==> config.mk <==
export PLATFORM = sky130hd
export DESIGN_NAME = hilo_muldiv
export DESIGN_NICKNAME = d
export VERILOG_FILES = /design/src/rtl/hilo_muldiv_pkg.sv /design/src/rtl/hilo_muldiv_div.sv /design/src/rtl/hilo_muldiv.sv
export SDC_FILE = /design/constraint.sdc
export NUM_CORES = 2
export LEC_CHECK = 0
export CAP_MARGIN = 10
export CORE_MARGIN = 1
export CORE_UTILIZATION = 49
export DETAILED_ROUTE_END_ITERATION = 6
export PLACE_DENSITY = 0.66
export SETUP_SLACK_MARGIN = 0.3
export SKIP_LAST_GASP = 1
export SYNTH_ARGS = -nofsm -noshare
export SYNTH_HDL_FRONTEND = slang
export SYNTH_SLANG_ARGS = --single-unit
==> constraint.sdc <==
create_clock -name clk -period 16.75 [get_ports clk]
set_clock_uncertainty 0.05 [all_clocks]
set_input_delay 3.35 -clock clk [delete_from_list [all_inputs] [get_ports clk]]
set_output_delay 3.35 -clock clk [all_outputs]
set_load 0.02 [all_outputs]
==> src/rtl/hilo_muldiv_pkg.sv <==
// Shared decode definitions for the HI/LO multiply/divide unit.
// Holds the ALU_SEL_* and w_hilo_ena encodings used by decode and EX.
// Also holds the local FSM state encoding and small operand helpers.
package hilo_muldiv_pkg;

    // ALU operation codes shared with the decode stage
    localparam logic [5:0] ALU_SEL_ADD   = 6'h20;
    localparam logic [5:0] ALU_SEL_MULT  = 6'h18;
    localparam logic [5:0] ALU_SEL_MULTU = 6'h19;
    localparam logic [5:0] ALU_SEL_DIV   = 6'h1A;
    localparam logic [5:0] ALU_SEL_DIVU  = 6'h1B;

    // HI/LO write-enable encodings, bit 1 = HI and bit 0 = LO
    localparam logic [1:0] HILO_W_NONE = 2'b00;
    localparam logic [1:0] HILO_W_LO   = 2'b01;
    localparam logic [1:0] HILO_W_HI   = 2'b10;
    localparam logic [1:0] HILO_W_BOTH = 2'b11;

    // Multiply/divide sequencer states
    typedef enum logic [1:0] {
        ST_IDLE = 2'b00,
        ST_MUL  = 2'b01,
        ST_DIV  = 2'b10,
        ST_DONE = 2'b11
    } muldiv_state_e;

    localparam int CNT_W = 6;

    // True for the four operations that run on the multi-cycle unit
    function automatic logic is_muldiv_sel(input logic [5:0] sel);
        logic r;
        case (sel)
            ALU_SEL_MULT, ALU_SEL_MULTU, ALU_SEL_DIV, ALU_SEL_DIVU: r = 1'b1;
            default:                                                r = 1'b0;
        endcase
        return r;
    endfunction

    // True for the divide operations
    function automatic logic is_div_sel(input logic [5:0] sel);
        logic r;
        case (sel)
            ALU_SEL_DIV, ALU_SEL_DIVU: r = 1'b1;
            default:                   r = 1'b0;
        endcase
        return r;
    endfunction

    // True for the signed variants
    function automatic logic is_signed_sel(input logic [5:0] sel);
        logic r;
        case (sel)
            ALU_SEL_MULT, ALU_SEL_DIV: r = 1'b1;
            default:                   r = 1'b0;
        endcase
        return r;
    endfunction

    // Magnitude of a 32-bit value; only negated when treated as signed
    function automatic logic [31:0] abs32(input logic [31:0] v, input logic sgn);
        logic [31:0] r;
        if (sgn && v[31]) begin
            r = ~v + 32'd1;
        end else begin
            r = v;
        end
        return r;
    endfunction

endpackage

==> src/rtl/hilo_muldiv_div.sv <==
// div_radix2: iterative restoring divider, one quotient bit per cycle.
// start latches operands (magnitudes plus sign fix-up flags); done pulses
// for one cycle after the 32nd iteration, while the result registers hold.
// abort cancels the operation without producing done.
module div_radix2 import hilo_muldiv_pkg::*; (
    input  logic        clk,
    input  logic        rst,
    input  logic        abort,
    input  logic        start,
    input  logic        is_signed,
    input  logic [31:0] dividend,
    input  logic [31:0] divisor,
    output logic        done,
    output logic [31:0] quotient,
    output logic [31:0] remainder
);

    localparam logic [4:0] ITER_LAST = 5'd31;
    localparam logic [4:0] ITER_ZERO = 5'd0;
    localparam logic [4:0] ITER_ONE  = 5'd1;

    logic [31:0] rem_r;
    logic [31:0] quo_r;
    logic [31:0] bmag_r;
    logic [4:0]  cnt_r;
    logic        run_r;
    logic        done_r;
    logic        neg_q_r;
    logic        neg_r_r;

    logic [32:0] rem_sh_s;
    logic [33:0] diff_s;
    logic        fits_s;
    logic [31:0] rem_nx_s;
    logic [31:0] quo_nx_s;

    // One restoring step: shift {rem,quo} left, trial-subtract the divisor
    always_comb begin
        rem_sh_s = {rem_r, quo_r[31]};
        diff_s   = {1'b0, rem_sh_s} - {2'b00, bmag_r};
        fits_s   = ~diff_s[33];
        if (fits_s) begin
            rem_nx_s = diff_s[31:0];
        end else begin
            rem_nx_s = rem_sh_s[31:0];
        end
        quo_nx_s = {quo_r[30:0], fits_s};
    end

    // Operand latch, iteration counter and partial remainder/quotient
    always_ff @(posedge clk) begin
        if (rst) begin
            rem_r   <= 32'd0;
            quo_r   <= 32'd0;
            bmag_r  <= 32'd0;
            cnt_r   <= ITER_ZERO;
            run_r   <= 1'b0;
            done_r  <= 1'b0;
            neg_q_r <= 1'b0;
            neg_r_r <= 1'b0;
        end else if (abort) begin
            run_r   <= 1'b0;
            done_r  <= 1'b0;
        end else if (start) begin
            rem_r   <= 32'd0;
            quo_r   <= abs32(dividend, is_signed);
            bmag_r  <= abs32(divisor, is_signed);
            cnt_r   <= ITER_LAST;
            run_r   <= 1'b1;
            done_r  <= 1'b0;
            neg_q_r <= is_signed & (dividend[31] ^ divisor[31]);
            neg_r_r <= is_signed & dividend[31];
        end else if (run_r) begin
            rem_r   <= rem_nx_s;
            quo_r   <= quo_nx_s;
            cnt_r   <= cnt_r - ITER_ONE;
            if (cnt_r == ITER_ZERO) begin
                run_r  <= 1'b0;
                done_r <= 1'b1;
            end else begin
                done_r <= 1'b0;
            end
        end else begin
            done_r  <= 1'b0;
        end
    end

    // Signed fix-up: quotient negative on sign mismatch, remainder follows dividend
    always_comb begin
        if (neg_q_r) begin
            quotient = ~quo_r + 32'd1;
        end else begin
            quotient = quo_r;
        end
        if (neg_r_r) begin
            remainder = ~rem_r + 32'd1;
        end else begin
            remainder = rem_r;
        end
        done = done_r;
    end

endmodule

==> src/rtl/hilo_muldiv.sv <==
// hilo_muldiv: EX-stage multiply/divide unit holding the architectural HI/LO.
// Multiplies run MUL_CYCLES cycles with a registered product; divides use the
// div_radix2 sub-module (32 iterations). stall_req freezes IF/ID/EX until the
// DONE cycle, in which the stalled instruction advances and HI/LO are written.
// Optional build macro MULDIV_DIV_EARLY_OUT_EN: divides by zero or with
// |a| < |b| skip the iterations and finish in 2 cycles.
module hilo_muldiv import hilo_muldiv_pkg::*; #(
    parameter int MUL_CYCLES = 2,
    parameter int DIV_ITERS  = 32
) (
    input  logic        clk,
    input  logic        rst,
    input  logic        flush,
    input  logic        op_valid,
    input  logic [5:0]  alu_sel,
    input  logic [1:0]  w_hilo_ena,
    input  logic [31:0] src_a,
    input  logic [31:0] src_b,
    output logic        stall_req,
    output logic        busy,
    output logic [31:0] hi_out,
    output logic [31:0] lo_out
);

    localparam logic [CNT_W-1:0] CNT_ZERO     = {CNT_W{1'b0}};
    localparam logic [CNT_W-1:0] CNT_ONE      = {{(CNT_W-1){1'b0}}, 1'b1};
    localparam logic [CNT_W-1:0] CNT_MUL_LOAD = CNT_W'(MUL_CYCLES - 1);
    localparam logic [CNT_W-1:0] CNT_DIV_LOAD = CNT_W'(DIV_ITERS - 1);

    muldiv_state_e state_r;
    muldiv_state_e state_nx_s;

    logic [CNT_W-1:0] cnt_r;
    logic [31:0]      a_r;
    logic [31:0]      b_r;
    logic             signed_r;
    logic             is_div_r;
    logic             bzero_r;
    logic             early_r;
    logic [63:0]      prod_r;
    logic [31:0]      hi_r;
    logic [31:0]      lo_r;

    logic        start_s;
    logic        accept_s;
    logic        sel_div_s;
    logic        sel_signed_s;
    logic        early_s;
    logic        div_start_s;
    logic [63:0] ext_a_s;
    logic [63:0] ext_b_s;
    logic [63:0] prod_s;
    logic        div_done_s;
    logic [31:0] div_quo_s;
    logic [31:0] div_rem_s;

    // Decode of the incoming EX instruction
    always_comb begin
        sel_div_s    = is_div_sel(alu_sel);
        sel_signed_s = is_signed_sel(alu_sel);
        start_s      = op_valid & (w_hilo_ena == HILO_W_BOTH) & is_muldiv_sel(alu_sel);
        accept_s     = (state_r == ST_IDLE) & start_s & ~flush;
`ifdef MULDIV_DIV_EARLY_OUT_EN
        early_s      = sel_div_s & ((src_b == 32'd0) |
                       (abs32(src_a, sel_signed_s) < abs32(src_b, sel_signed_s)));
`else
        early_s      = 1'b0;
`endif
        div_start_s  = accept_s & sel_div_s & ~early_s;
    end

    // Full 64-bit product of the latched operands (sign-extended when signed)
    always_comb begin
        ext_a_s = {{32{signed_r & a_r[31]}}, a_r};
        ext_b_s = {{32{signed_r & b_r[31]}}, b_r};
        prod_s  = ext_a_s * ext_b_s;
    end

    div_radix2 u_div (
        .clk       (clk),
        .rst       (rst),
        .abort     (flush),
        .start     (div_start_s),
        .is_signed (sel_signed_s),
        .dividend  (src_a),
        .divisor   (src_b),
        .done      (div_done_s),
        .quotient  (div_quo_s),
        .remainder (div_rem_s)
    );

    // FSM state register
    always_ff @(posedge clk) begin
        if (rst) begin
            state_r <= ST_IDLE;
        end else begin
            state_r <= state_nx_s;
        end
    end

    // FSM next-state logic; flush returns to IDLE from anywhere
    always_comb begin
        state_nx_s = state_r;
        if (flush) begin
            state_nx_s = ST_IDLE;
        end else begin
            case (state_r)
                ST_IDLE: begin
                    if (!start_s) begin
                        state_nx_s = ST_IDLE;
                    end else if (!sel_div_s) begin
                        state_nx_s = ST_MUL;
                    end else if (early_s) begin
                        state_nx_s = ST_DONE;
                    end else begin
                        state_nx_s = ST_DIV;
                    end
                end
                ST_MUL: begin
                    if (cnt_r == CNT_ZERO) begin
                        state_nx_s = ST_DONE;
                    end else begin
                        state_nx_s = ST_MUL;
                    end
                end
                ST_DIV: begin
                    if (cnt_r == CNT_ZERO) begin
                        state_nx_s = ST_DONE;
                    end else begin
                        state_nx_s = ST_DIV;
                    end
                end
                ST_DONE: state_nx_s = ST_IDLE;
                default: state_nx_s = ST_IDLE;
            endcase
        end
    end

    // FSM outputs: stall from the accepting cycle through the last MUL/DIV cycle
    always_comb begin
        stall_req = ~flush & (((state_r == ST_IDLE) & start_s) |
                              (state_r == ST_MUL) | (state_r == ST_DIV));
        busy      = (state_r != ST_IDLE);
    end

    // Operand/control latch at accept and the shared cycle counter
    always_ff @(posedge clk) begin
        if (rst) begin
            cnt_r    <= CNT_ZERO;
            a_r      <= 32'd0;
            b_r      <= 32'd0;
            signed_r <= 1'b0;
            is_div_r <= 1'b0;
            bzero_r  <= 1'b0;
            early_r  <= 1'b0;
        end else if (flush) begin
            cnt_r    <= CNT_ZERO;
        end else if (accept_s) begin
            a_r      <= src_a;
            b_r      <= src_b;
            signed_r <= sel_signed_s;
            is_div_r <= sel_div_s;
            bzero_r  <= (src_b == 32'd0);
            early_r  <= early_s;
            if (sel_div_s) begin
                cnt_r <= CNT_DIV_LOAD;
            end else begin
                cnt_r <= CNT_MUL_LOAD;
            end
        end else if ((state_r == ST_MUL) || (state_r == ST_DIV)) begin
            if (cnt_r == CNT_ZERO) begin
                cnt_r <= CNT_ZERO;
            end else begin
                cnt_r <= cnt_r - CNT_ONE;
            end
        end else begin
            cnt_r    <= cnt_r;
        end
    end

    // Product pipeline register, loaded on the last MUL cycle
    always_ff @(posedge clk) begin
        if (rst) begin
            prod_r <= 64'd0;
        end else if (!flush && (state_r == ST_MUL) && (cnt_r == CNT_ZERO)) begin
            prod_r <= prod_s;
        end else begin
            prod_r <= prod_r;
        end
    end

    // Architectural HI/LO: result write in DONE, MTHI/MTLO in IDLE
    always_ff @(posedge clk) begin
        if (rst) begin
            hi_r <= 32'd0;
            lo_r <= 32'd0;
        end else if (flush) begin
            hi_r <= hi_r;
            lo_r <= lo_r;
        end else if (state_r == ST_DONE) begin
            if (!is_div_r) begin
                hi_r <= prod_r[63:32];
                lo_r <= prod_r[31:0];
            end else if (bzero_r) begin
                hi_r <= a_r;
                lo_r <= 32'hFFFF_FFFF;
            end else if (early_r) begin
                hi_r <= a_r;
                lo_r <= 32'd0;
            end else if (div_done_s) begin
                hi_r <= div_rem_s;
                lo_r <= div_quo_s;
            end else begin
                hi_r <= hi_r;
                lo_r <= lo_r;
            end
        end else if ((state_r == ST_IDLE) && op_valid) begin
            case (w_hilo_ena)
                HILO_W_HI: hi_r <= src_a;
                HILO_W_LO: lo_r <= src_a;
                default: begin
                    hi_r <= hi_r;
                    lo_r <= lo_r;
                end
            endcase
        end else begin
            hi_r <= hi_r;
            lo_r <= lo_r;
        end
    end

    assign hi_out = hi_r;
    assign lo_out = lo_r;

endmodule

# After elaboration in Yosys (flattened, before gate mapping)
# Cells that the tools add are included.
dict set report totals {
  regBits 308
  latchBits 0
  ramBits 0
  romBits 0
  in_bits 76
  out_inout_bits 66
  memories 0
}
dict set report classes {
  addsub 7
  mul 1
  div_mod_pow 0
  order_cmp 0
  n_eq_ne 11
  n_shift 0
  n_mux 39
  bitwise_logic 20
  n_reduce_logical 27
}
# operator n
set op_table {}
lappend op_table {{$mux W32} 21}
lappend op_table {{$add A32 B1 Y32 const B} 4}
lappend op_table {{$not A32 Y32} 4}
lappend op_table {{$mul A33 B33 Y64} 1}
lappend op_table {{$sub A33 B32 Y34} 1}
lappend op_table {{$logic_not A32 Y1} 1}
lappend op_table {{$eq A6 B5 Y1 const B} 4}
lappend op_table {{$mux W6} 3}
lappend op_table {{$mux W5} 3}
lappend op_table {{$reduce_bool A2 Y1} 6}
lappend op_table {{$and A1 B1 Y1} 10}
lappend op_table {{$eq A2 B2 Y1 const B} 4}
lappend op_table {{$mux W1} 8}
lappend op_table {{$pmux W2 S4} 1}
lappend op_table {{$reduce_and A4 Y1} 2}
lappend op_table {{$reduce_or A4 Y1} 2}
lappend op_table {{$logic_not A6 Y1} 1}
lappend op_table {{$mux W2} 3}
lappend op_table {{$reduce_and A2 Y1} 3}
lappend op_table {{$reduce_or A2 Y1} 3}
lappend op_table {{$sub A6 B1 Y6 const B} 1}
lappend op_table {{$logic_and A1 B1 Y1} 5}
lappend op_table {{$logic_not A5 Y1} 1}
lappend op_table {{$sub A5 B1 Y5 const B} 1}
lappend op_table {{8 further kinds} 12}

# Logic depth before layout (Yosys ltp)
dict set report depth {
  ltp_word 9
  ltp_mapped 32
}

# Hierarchy
# Synthesis repeated with hierarchy kept, for this count alone.
dict set report hier_totals {
  cells_unflattened 6466
  hier_area_um2 55535.8
}
# mod instances cells_each area_per_inst_um2 seq_area_each_um2
set modules_own_cells {}
lappend modules_own_cells {hilo_muldiv 1 5324 46992.6 4063.9}
lappend modules_own_cells {div_radix2 1 1142 8543.2 2102.0}

# Worst setup path before layout
# OpenSTA, ideal clock, no wires.
dict set report synth_timing {
  kind {input to output}
  start {input port alu_sel[2]}
  end {output port stall_req}
  arrival_ns 4.792
  setup_slack_ns 8.558
  path_stages 6
  cell_sequence {nor4bb_1 > nand4_1 > or3_1 > clkbuf_1 > clkbuf_1 > o21ai_0}
}
dict set report synth_between {
  elab_chain_cells 8
  elab_cells_between_ends 11
  classes_between {4 x eq/ne; 1 x mux; 5 x bitwise; 1 x reduce/logical}
}
# item line
set synth_lines {}
lappend synth_lines {{start: declaration} hilo_muldiv.sv:15} ;# input logic [5:0] alu_sel,
lappend synth_lines {{$eq A6 B5 Y1} hilo_muldiv_pkg.sv:32} ;# case (sel)
lappend synth_lines {{$reduce_or A4 Y1 (*)} hilo_muldiv_pkg.sv:32}
lappend synth_lines {{$mux W1 (*)} hilo_muldiv_pkg.sv:32}
lappend synth_lines {{$and A1 B1 Y1 (*)} hilo_muldiv.sv:61} ;# start_s = op_valid & (w_hilo_ena == HILO_W_BOTH) & is_muldiv_sel(alu_sel);
lappend synth_lines {{$and A1 B1 Y1 (*)} hilo_muldiv.sv:141} ;# stall_req = ~flush & (((state_r == ST_IDLE) & start_s) |
lappend synth_lines {{$or A1 B1 Y1 (*)} hilo_muldiv.sv:141}
lappend synth_lines {{$or A1 B1 Y1 (*)} hilo_muldiv.sv:142} ;# (state_r == ST_MUL) | (state_r == ST_DIV));
lappend synth_lines {{$and A1 B1 Y1 (*)} hilo_muldiv.sv:141}
lappend synth_lines {{end: declaration} hilo_muldiv.sv:19} ;# output logic stall_req,
# Mark *: on every way between the ends. The rest lies on a longest branch, timed or not.

# Worst setup path in the final report
dict set report layout_timing {
  start {input port alu_sel[4]}
  end {output port stall_req}
}
# Same word-level chain as after synthesis.

==> impl_metrics.ini <==
[cells_and_area]
area_growth_pct = 6.21
nFillCells = 10558
finalNonFillerCells = 7757
drive_above_1_share_pct = 3.09
nNetsFinal = 7703
design_area_um2 = 58200
diodes = 0

[timing]
worstMarginPinSlew_ns = 1.15
report.final.slew_viol_count = 0
layout_min_cycle_time_ns = 9.53
tns_ns = 0
fin_crit_sh_pct = 56.9
hold_ws_ns = 0.403
hold_viol_final = 0
finalSetupViolCount = 0
max-slew-margin-rel_pct = 23.3
max_freq_ghz = 0.105
rsz0062_at_grt = false

[synth]
ys_seq_area_share_pct = 11.3
ys_ff_latch = 308
syn_avg_cell_area_um2 = 8.56
synth_enable_flop_cells = 0
ys_types = 82
netlist.area_leader.share_pct = 41.1
async_flop_share_pct = 0
synth.most_common_cell = inv_1
yosysWarnings = 0
dominantRegCellSynth = dfxtp_1
synth_largest_area_cell = fa_1
syn_inst = 6397
syn-cell-area_um2 = 54800
synth_area_leaders = fa_1 (41%), dfxtp_1 (11%), inv_1 (8.1%)
synth_nets = 7855
synth_common_cells = inv_1 (1189), fa_1 (1126), nand2_1 (1073)

[placement]
dp_hpwl_mm = 119
place_congestion = 0.940
dpl.cell_count = 7700
port_buffers = 141
dpl_cell_area_um2 = 57200

[clock_tree]
insertion_delay_ns = 0.59
cts_root_buf = clkbuf_16
post-cts-setup-buffer-count = 0
cts_tree = done
htree_levels = 1
clkSinkCount = 308
cts.clk_slew.worst_paths_ns = 0.06
ctsResizeCount = 0
numCtsBuffers = 31
clock_path_buffers = 3
cts_hold_buf = 0

[worst_setup_path]
end_kind = primary output
crit_type = input pin to primary output
cp-startpoint = alu_sel[4]
crit_path_start_kind = input pin
cp_max_fo = 74
timing.rr.start = a_r[31]
cp.arrival_ns = 6.13
required_ns = 13.35

[power_and_ir_drop]
power_mw = 1.56
power.density_nw_per_um2 = 26.8
power_leakage_nw = 26.2
worst_ir_drop_vdd_uv = 71.9

[grt]
antenna_found_initial = 2
grt_usage_pct = 27.5
grt_pass1_vias = 43865
grt_first_pass_wirelength_mm = 245
grt_start_max_net_pins = 129
gr-total-overflow = 0

[floorplanning]
die_area_um2 = 113000
start_util_pct = 49.4
core.rowCount = 122
die_h_um = 336
coreArea_um2 = 111000
pin_count = 142
die_w_um = 336

[drt]
routed_wirelength_mm = 151
drcViolationCount = 0
drt_iter0_drc = 3145
wire_per_inst_um = 19.5
drtAntennaViolNets = 0
via_count = 43031
drt-pass1-iter-count = 6
via_per_inst = 5.55

[hold_path]
hold_start = prod_r[33]
min_path_type = flop to flop

[job]
maxCapViolCount = 0

[outcome]
status = completed
power breakdown:
| part | switching, mW | internal, mW | total, mW |
|---|---|---|---|
| registers | 0.00314 | 0.737 | 0.740 |
| logic | 0.0713 | 0.0415 | 0.113 |
| clock network | 0.312 | 0.392 | 0.703 |
metal layers:
layer	GRT usage, %	vias to the layer above	share of wire [%]
met5	0	-	0
met4	7.68	0	3.2
met3	2.52	262	5.5
met2	47.6	1375	50
met1	36.8	22131	41
li1	-	19263	-
placed cells by master (no fill, tap or decap), types with 30 or more instances in the layout:
cell             count
a21oi_1            302
and2_1             390
nand2b_1            40
ha_1               255
o31ai_1             34
xnor2_1            117
dfxtp_1            305
xor2_1              94
clkbuf_16           31
a211oi_1            58
a21o_1              48
a311oi_1            30
inv_1             1189
nor2_1             276
clkdlybuf4s50_1    140
nand3_1             34
o21ai_0            166
fa_1              1126
nand2_1           1073
buf_4               84
nor3_1              43
final cells by class:
type / instances / area (um2) / share of cell area, %
Inverter: 1190 / 4470 / 7.68
Clock inverter: 10 / 82.6 / 0.142
Multi-Input combinational cell: 4489 / 42600 / 73.3
Sequential cell: 308 / 6170 / 10.6
Tap cell: 1488 / 1860 / 3.20
Clock buffer: 47 / 916 / 1.57
Timing Repair Buffer: 225 / 2050 / 3.52
path summary, 6_finish.rpt:
check                to  slack (ns)  depth (start not counted)
max           stall_req        7.22                          7
min          prod_r[33]        0.40                          2
max reg2reg  prod_r[60]        7.33                         24
min reg2reg  prod_r[33]        0.40                          2
kinds of logic (layout without fill, tap and decap cells):
logic type	Yosys count	after routing	synth area share, %
AOI/OAI and AO/OA	835	835	9.70
xor gates and xnor gates	211	211	3.37
adders and majority gates	1382	1382	47.0
buffers and inverters	1600	1472	11.0
DFF	308	308	11.3
muxes	40	40	0.761
and+or+nand+nor	2021	2021	16.9
metrics by stage:
| step | worst slack, ns | util [%] |
|---|---|---|
| after floorplan | 8.56 | - |
| after CTS | 7.20 | 52.5 |
| final | 7.22 | 52.5 |
| after global placement | 7.35 | 51.6 |
| after global routing | 6.86 | 52.5 |
| after detailed placement | 7.21 | 51.6 |
critical path, stage by stage:
cell	delay [ns]
clkdlybuf4s50_1	0.44
nor4bb_1	0.40
nand4_1	0.25
or3_2	0.46
buf_4	0.38
o21ai_0	0.20
clkdlybuf4s50_1	0.63
sequential cells by signal, summed over array words and instances, names as in the netlist, 5 cells and up:
register      count
prod_r           64
a_r              32
b_r              32
hi_out           32
lo_out           32
u_div.bmag_r     32
u_div.quo_r      32
u_div.rem_r      32
cnt_r             6
u_div.cnt_r       5
Power figures use the tool's default switching activity.
